$ cat config.mk
export PLATFORM = sky130hd
export DESIGN_NAME = id_regfile_sb_flat
export DESIGN_NICKNAME = d
export VERILOG_FILES = /design/src/rtl/cpu_types_pkg.sv /design/src/rtl/id_regfile_sb_if.sv /design/src/rtl/reg_scoreboard.sv /design/src/rtl/id_regfile_sb.sv /design/src/flat_wrapper.sv
export SDC_FILE = /design/constraint.sdc
export NUM_CORES = 2
export LEC_CHECK = 0
export CAP_MARGIN = 20
export CORE_MARGIN = 3
export CORE_UTILIZATION = 50
export DETAILED_ROUTE_END_ITERATION = 12
export PLACE_DENSITY_LB_ADDON = 0.05
export SYNTH_ARGS = -nofsm -noshare
export SYNTH_HDL_FRONTEND = slang
export SYNTH_HIERARCHICAL = 1
export SYNTH_SLANG_ARGS = --single-unit
$ cat constraint.sdc
create_clock -name CLK -period 3.4 [get_ports CLK]
set_input_delay 0.51 -clock CLK [delete_from_list [all_inputs] [get_ports CLK]]
set_output_delay 0.51 -clock CLK [all_outputs]
set_load 0.1 [all_outputs]
$ cat src/rtl/cpu_types_pkg.sv
// Shared CPU datapath types and register-file parameter defaults.
package cpu_types_pkg;

  localparam int unsigned NREAD_DEF = 2;
  localparam int unsigned DW_DEF    = 32;
  localparam int unsigned AW_DEF    = 5;
  localparam int unsigned CW_DEF    = 2;

  typedef logic [DW_DEF-1:0] word_t;
  typedef logic [AW_DEF-1:0] regbits_t;

  function automatic int unsigned nreg(input int unsigned aw);
    return 32'd1 << aw;
  endfunction

endpackage

$ cat src/rtl/id_regfile_sb_if.sv
// Decode-stage register file bus: read ports, writeback, issue/kill tracking.
interface id_regfile_sb_if
  import cpu_types_pkg::*;
#(
  parameter int unsigned NREAD = NREAD_DEF,
  parameter int unsigned DW    = DW_DEF,
  parameter int unsigned AW    = AW_DEF
);

  logic [NREAD-1:0][AW-1:0] rsel;
  logic [NREAD-1:0][DW-1:0] rdat;
  logic [NREAD-1:0]         rbusy;
  logic                     wen_wb;
  logic [AW-1:0]            wsel_wb;
  logic [DW-1:0]            wdat_wb;
  logic                     jal_wb;
  logic [DW-1:0]            npc_wb;
  logic                     iss_en;
  logic [AW-1:0]            iss_dst;
  logic                     kill_en;
  logic [AW-1:0]            kill_dst;
  logic                     iss_full;

  modport master (
    output rsel, wen_wb, wsel_wb, wdat_wb, jal_wb, npc_wb, iss_en, iss_dst, kill_en, kill_dst,
    input  rdat, rbusy, iss_full
  );

  modport slave (
    input  rsel, wen_wb, wsel_wb, wdat_wb, jal_wb, npc_wb, iss_en, iss_dst, kill_en, kill_dst,
    output rdat, rbusy, iss_full
  );

endinterface

$ cat src/rtl/reg_scoreboard.sv
// Per-register pending-writer counters; drives operand busy and issue-stall flags.
module reg_scoreboard
  import cpu_types_pkg::*;
#(
  parameter int unsigned NREAD = NREAD_DEF,
  parameter int unsigned AW    = AW_DEF,
  parameter int unsigned CW    = CW_DEF
) (
  input  logic                     CLK,
  input  logic                     RST,
  input  logic                     iss_en,
  input  logic [AW-1:0]            iss_dst,
  input  logic                     kill_en,
  input  logic [AW-1:0]            kill_dst,
  input  logic                     wen,
  input  logic [AW-1:0]            wsel,
  input  logic [NREAD-1:0][AW-1:0] rsel,
  output logic [NREAD-1:0]         rbusy,
  output logic                     iss_full
);

  localparam int unsigned NREG = nreg(AW);
  localparam logic [CW-1:0] CntMax = '1;

  logic [CW-1:0]   cnt_q [NREG];
  logic [CW-1:0]   cnt_d [NREG];
  logic [NREG-1:0] busy;
  logic            inc;
  logic [1:0]      dec;
  logic [CW+1:0]   sum;
  logic [CW+1:0]   dec_w;

  always_comb begin
    iss_full = iss_en && (iss_dst != '0) && (cnt_q[iss_dst] == CntMax);
  end

  // Arithmetic is widened by two bits so net decrement can clamp at zero.
  always_comb begin
    inc   = 1'b0;
    dec   = '0;
    sum   = '0;
    dec_w = '0;
    busy  = '0;
    for (int r = 0; r < NREG; r++) begin
      cnt_d[r] = '0;
    end
    for (int r = 1; r < NREG; r++) begin
      inc   = iss_en && (iss_dst == AW'(r)) && !iss_full;
      dec   = 2'(wen && (wsel == AW'(r))) + 2'(kill_en && (kill_dst == AW'(r)));
      sum   = (CW+2)'(cnt_q[r]) + (CW+2)'(inc);
      dec_w = (CW+2)'(dec);
      cnt_d[r] = (sum > dec_w) ? CW'(sum - dec_w) : '0;
      busy[r]  = (CW+2)'(cnt_q[r]) > dec_w;
    end
  end

  always_comb begin
    for (int i = 0; i < NREAD; i++) begin
      rbusy[i] = busy[rsel[i]];
    end
  end

  always_ff @(posedge CLK) begin
    if (RST) begin
      for (int r = 0; r < NREG; r++) begin
        cnt_q[r] <= '0;
      end
    end else begin
      for (int r = 0; r < NREG; r++) begin
        cnt_q[r] <= cnt_d[r];
      end
    end
  end

endmodule

$ cat src/rtl/id_regfile_sb.sv
// Decode register file with writeback bypass, jal link mux and pending-writer scoreboard.
module id_regfile_sb
  import cpu_types_pkg::*;
#(
  parameter int unsigned NREAD = NREAD_DEF,
  parameter int unsigned DW    = DW_DEF,
  parameter int unsigned AW    = AW_DEF,
  parameter int unsigned CW    = CW_DEF
) (
  input logic            CLK,
  input logic            RST,
  id_regfile_sb_if.slave bus
);

  localparam int unsigned NREG = nreg(AW);

  logic [DW-1:0] regs_q [NREG];
  logic [DW-1:0] wval;

  always_comb begin
    wval = bus.jal_wb ? bus.npc_wb : bus.wdat_wb;
  end

  // Register 0 is never written, so its storage stays at the reset value.
  always_ff @(posedge CLK) begin
    if (RST) begin
      for (int r = 0; r < NREG; r++) begin
        regs_q[r] <= '0;
      end
    end else if (bus.wen_wb && (bus.wsel_wb != '0)) begin
      regs_q[bus.wsel_wb] <= wval;
    end
  end

  for (genvar i = 0; i < NREAD; i++) begin : g_rd
    assign bus.rdat[i] = (bus.rsel[i] == '0)                           ? '0   :
                         (bus.wen_wb && (bus.wsel_wb == bus.rsel[i])) ? wval :
                                                                        regs_q[bus.rsel[i]];
  end

  reg_scoreboard #(
    .NREAD (NREAD),
    .AW    (AW),
    .CW    (CW)
  ) u_sb (
    .CLK      (CLK),
    .RST      (RST),
    .iss_en   (bus.iss_en),
    .iss_dst  (bus.iss_dst),
    .kill_en  (bus.kill_en),
    .kill_dst (bus.kill_dst),
    .wen      (bus.wen_wb),
    .wsel     (bus.wsel_wb),
    .rsel     (bus.rsel),
    .rbusy    (bus.rbusy),
    .iss_full (bus.iss_full)
  );

endmodule

$ cat src/flat_wrapper.sv
// flat-port wrapper written by rule: the top's interface ports become plain ports
module id_regfile_sb_flat import cpu_types_pkg::*;
#(
  parameter int unsigned NREAD = NREAD_DEF,
  parameter int unsigned DW    = DW_DEF,
  parameter int unsigned AW    = AW_DEF,
  parameter int unsigned CW    = CW_DEF
)
  (CLK, RST, bus_rsel, bus_wen_wb, bus_wsel_wb, bus_wdat_wb, bus_jal_wb, bus_npc_wb, bus_iss_en, bus_iss_dst, bus_kill_en, bus_kill_dst, bus_rdat, bus_rbusy, bus_iss_full);
  id_regfile_sb_if #(.NREAD(NREAD), .DW(DW), .AW(AW)) bus_i ();
  input logic CLK;
  input logic RST;
  input wire logic [$bits(bus_i.rsel)-1:0] bus_rsel;
  input wire logic [$bits(bus_i.wen_wb)-1:0] bus_wen_wb;
  input wire logic [$bits(bus_i.wsel_wb)-1:0] bus_wsel_wb;
  input wire logic [$bits(bus_i.wdat_wb)-1:0] bus_wdat_wb;
  input wire logic [$bits(bus_i.jal_wb)-1:0] bus_jal_wb;
  input wire logic [$bits(bus_i.npc_wb)-1:0] bus_npc_wb;
  input wire logic [$bits(bus_i.iss_en)-1:0] bus_iss_en;
  input wire logic [$bits(bus_i.iss_dst)-1:0] bus_iss_dst;
  input wire logic [$bits(bus_i.kill_en)-1:0] bus_kill_en;
  input wire logic [$bits(bus_i.kill_dst)-1:0] bus_kill_dst;
  output wire logic [$bits(bus_i.rdat)-1:0] bus_rdat;
  output wire logic [$bits(bus_i.rbusy)-1:0] bus_rbusy;
  output wire logic [$bits(bus_i.iss_full)-1:0] bus_iss_full;
  assign bus_i.rsel = bus_rsel;
  assign bus_i.wen_wb = bus_wen_wb;
  assign bus_i.wsel_wb = bus_wsel_wb;
  assign bus_i.wdat_wb = bus_wdat_wb;
  assign bus_i.jal_wb = bus_jal_wb;
  assign bus_i.npc_wb = bus_npc_wb;
  assign bus_i.iss_en = bus_iss_en;
  assign bus_i.iss_dst = bus_iss_dst;
  assign bus_i.kill_en = bus_kill_en;
  assign bus_i.kill_dst = bus_kill_dst;
  assign bus_rdat = bus_i.rdat;
  assign bus_rbusy = bus_i.rbusy;
  assign bus_iss_full = bus_i.iss_full;
  id_regfile_sb #(.NREAD(NREAD), .DW(DW), .AW(AW), .CW(CW)) u_core (.CLK(CLK), .RST(RST), .bus(bus_i));
endmodule
==> out/qor.yml <==
status: "finished with violations"
violations: "negative setup slack"
slew_headroom_pct: 45.34
grt_pass1_wl_mm: 326.4
crit_path_end: "bus_rbusy[1]"
port-buffer-count: 161
crit_required_ns: 2.89
crit_path_cell_trace: "buf_8 -> buf_6 -> nor2b_4 -> nand3_4 -> buf_6 -> nor2_4 -> ha_4 -> inv_1 -> ha_1 -> nor2b_4 -> o2111ai_1 -> o31a_1 -> o211ai_1 -> nor4bb_4 -> buf_12"
r2r_setup_slack_ns: 0.59
critPathLaunchType: "input pin"
wire_per_inst_um: 32.63
via_count: 45940
setup.worst_path.start: "bus_wsel_wb[0]"
fp.coreArea_um2: 120100
rr_worst_depth: 12
clk_pin_slew_ns: 0.06
ys_types: 78
hold_viol: 0
syn_to_final_growth_pct: 24.83
final_area_um2: 75710
worst_slack_ns: -0.1869
power_density_nw_per_um2: 474.4
ys_ff_latch: 1086
drive_gt1_share_pct: 31.94
ant_nets: 0
syn_area_um2: 60650
clockBufferDepth: 3
track_usage_pct: 36.20
die_w_um: 354.3
cts_sinks: 1086
grt_max_degree: 126
synthTopCellsByCount: "1149 x nor2_1, 1024 x edfxtp_1, 430 x mux4_2"
vias_per_cell: 6.558
rsz0062_at_grt: "yes"
synth_edf_count: 1024
start_util_pct: 50.49
grt-ovfl-total: 0
cpPeakStageDelay_ns: 0.49
cts_buffers: 119
yosysSeqAreaShare_pct: 52.74
drt_iter0_drc: 6013
cts_max_level: 3
wirelength_mm: 228.6
synth_top_area_cell: "edfxtp_1"
fin_worst_skew_ns: 0.03498
insertion_delay_ns: 0.74
tightest_slew_ns: 0.8181
hpwl_mm: 151.6
antenna_found_initial: 0
r2r_end: "u_core/u_sb/cnt_q[24][0]"
yosys_warnings: 6
cts_tree: "done"
fin_nets: 5610
ctsHoldBuffers: 0
placementRows: 127
utilization_pct: 63.03
yosysMostFrequentCell: "nor2_1"
max-cap-violations: 0
synth_top_flop_cell: "edfxtp_1"
cts-root-buf: "clkbuf_16"
max_freq_mhz: 278.8
setup_violations: 2
remaining_drc_errors: 0
async_flop_share_pct: 0
finalCritPeriodShare_pct: 105.5
period_needed_ns: 3.587
crit_fanout: 3
setup-tns-final_ns: -0.3335
dr.pass1.iters: 5
synthDominantCellAreaShare_pct: 50.70
n_antenna_cell: 0
die_y_um: 354.3
synthTopCellsByArea: "edfxtp_1 51%, mux4_2 16%, nor2_1 7.1%"
r2r-start: "u_core/u_sb/cnt_q[20][1]"
p_total_mw: 35.91
end_kind: "primary output"
path_class: "input pin to primary output"
p_leak_nw: 28.32
hold_path_class: "input pin to register"
critPathArrivalTime_ns: 3.08
finalWeightedCongestion: 0.9784
netlist_instances: 4761
dieArea_um2: 125500
grt_pass1_vias: 45850
slowest_stage: "nor4bb_4"
vdd_drop_max_mv: 0.4313
postSynthAreaPerCell_um2: 12.74
ioPinCount: 162
slew_viol_final: 0
post_dp_cell_area_um2: 70290
-- power by group --
group | internal, mW | leakage, nW | switching, mW
Clock | 7.59 | 1.90 | 5.61
Sequential | 15.3 | 10.2 | 0.365
Combinational | 2.86 | 16.2 | 4.17
Total | 25.8 | 28.3 | 10.1
-- per-layer routing --
metal	GRT usage, %	wire length, um	part of all wire [%]	vias up
met3	8.781	27370	12	548
met5	0	0	0	-
met2	55.52	103500	45	3122
met4	17.31	12130	5.3	0
li1	-	-	-	19050
met1	48.84	85600	37	23220
-- cells by family (layout without fill, tap and decap cells) --
logic type	Yosys count	count (layout)	synth area share, %
AOI/OAI and AO/OA	554	554	6.325
and+or+nand+nor	1671	1671	11.88
other	1	32	0.006183
muxes	660	660	19.84
buffers and inverters	562	1164	4.202
DFF	1086	1086	52.74
adders and majority gates	217	217	4.860
xor gates and xnor gates	10	10	0.1444
-- state kept, by name, indices dropped and copies added, names as in the netlist --
name and flops:
u_core/regs_q 1024, u_core/u_sb/cnt_q 62
-- worst min path at each step --
stage / startpoint / to / slack [ns] / depth (start not counted)
floorplan: u_core/u_sb/cnt_q[3][1] / u_core/u_sb/cnt_q[3][1] / 0.67 / 3
global placement: u_core/u_sb/cnt_q[3][1] / u_core/u_sb/cnt_q[3][1] / 0.75 / 3
detailed placement: u_core/u_sb/cnt_q[3][1] / u_core/u_sb/cnt_q[3][1] / 0.74 / 3
CTS: RST / u_core/regs_q[0][27] / 0.43 / 2
global route: RST / u_core/regs_q[0][27] / 0.46 / 2
finish: RST / u_core/regs_q[0][27] / 0.44 / 2
-- timing repair --
item	in CTS	in global routing
endpoints found under the setup margin	66	21
gates resized for setup	241	104
pin swaps	54	53
setup buffers	18	11
gates cloned	0	2
-- per-stage QoR --
| step | std cells | hold slack (ns) | setup slack [ns] |
|---|---|---|---|
| finish | 7006 | 0.4372 | -0.1869 |
| floorplan | 4792 | 0.6667 | -0.4660 |
| global route | 7006 | 0.4628 | -0.2754 |
| detailed placement | 6760 | 0.7373 | -0.9326 |
| CTS | 6995 | 0.4299 | -0.2168 |
| global placement | 6760 | 0.7501 | -0.8829 |
-- worst max-delay path: cells and delay by family --
kind,cells,cell delay [ns]
AOI/OAI and AO/OA,3,0.47
buffers and inverters,5,0.65
adders and majority gates,2,0.42
and+or+nand+nor,5,1.02
-- placed cells by master (no fill, tap or decap), types with 32 or more instances in the layout --
cell type and count:
inv_1 113, nor3_1 102, nor2_1 1114, mux2i_4 32
mux4_2 430, mux2i_1 158, mux2_2 37, ha_1 162
nand3_1 65, edfxtp_1 1024, dfxtp_1 61, o221ai_1 33
buf_12 171, a211oi_1 43, nand2_1 99, conb_1 32
o21ai_0 60, a21oi_1 35, buf_4 543, o22ai_1 126
clkbuf_16 122, and3b_1 34, a22oi_1 35, clkdlybuf4s50_1 70
-- area by class of cell --
class                           instances  area, um2
Clock buffer                          135       3059
Timing Repair Buffer                  823       8747
Clock inverter                         82      864.6
Tap cell                             1612       2017
Sequential cell                      1086      31990
Fill cell                            9236      44420
Multi-Input combinational cell       3144      28560
Inverter                              124      470.5
Note: power is estimated with default switching activity, not from simulation.
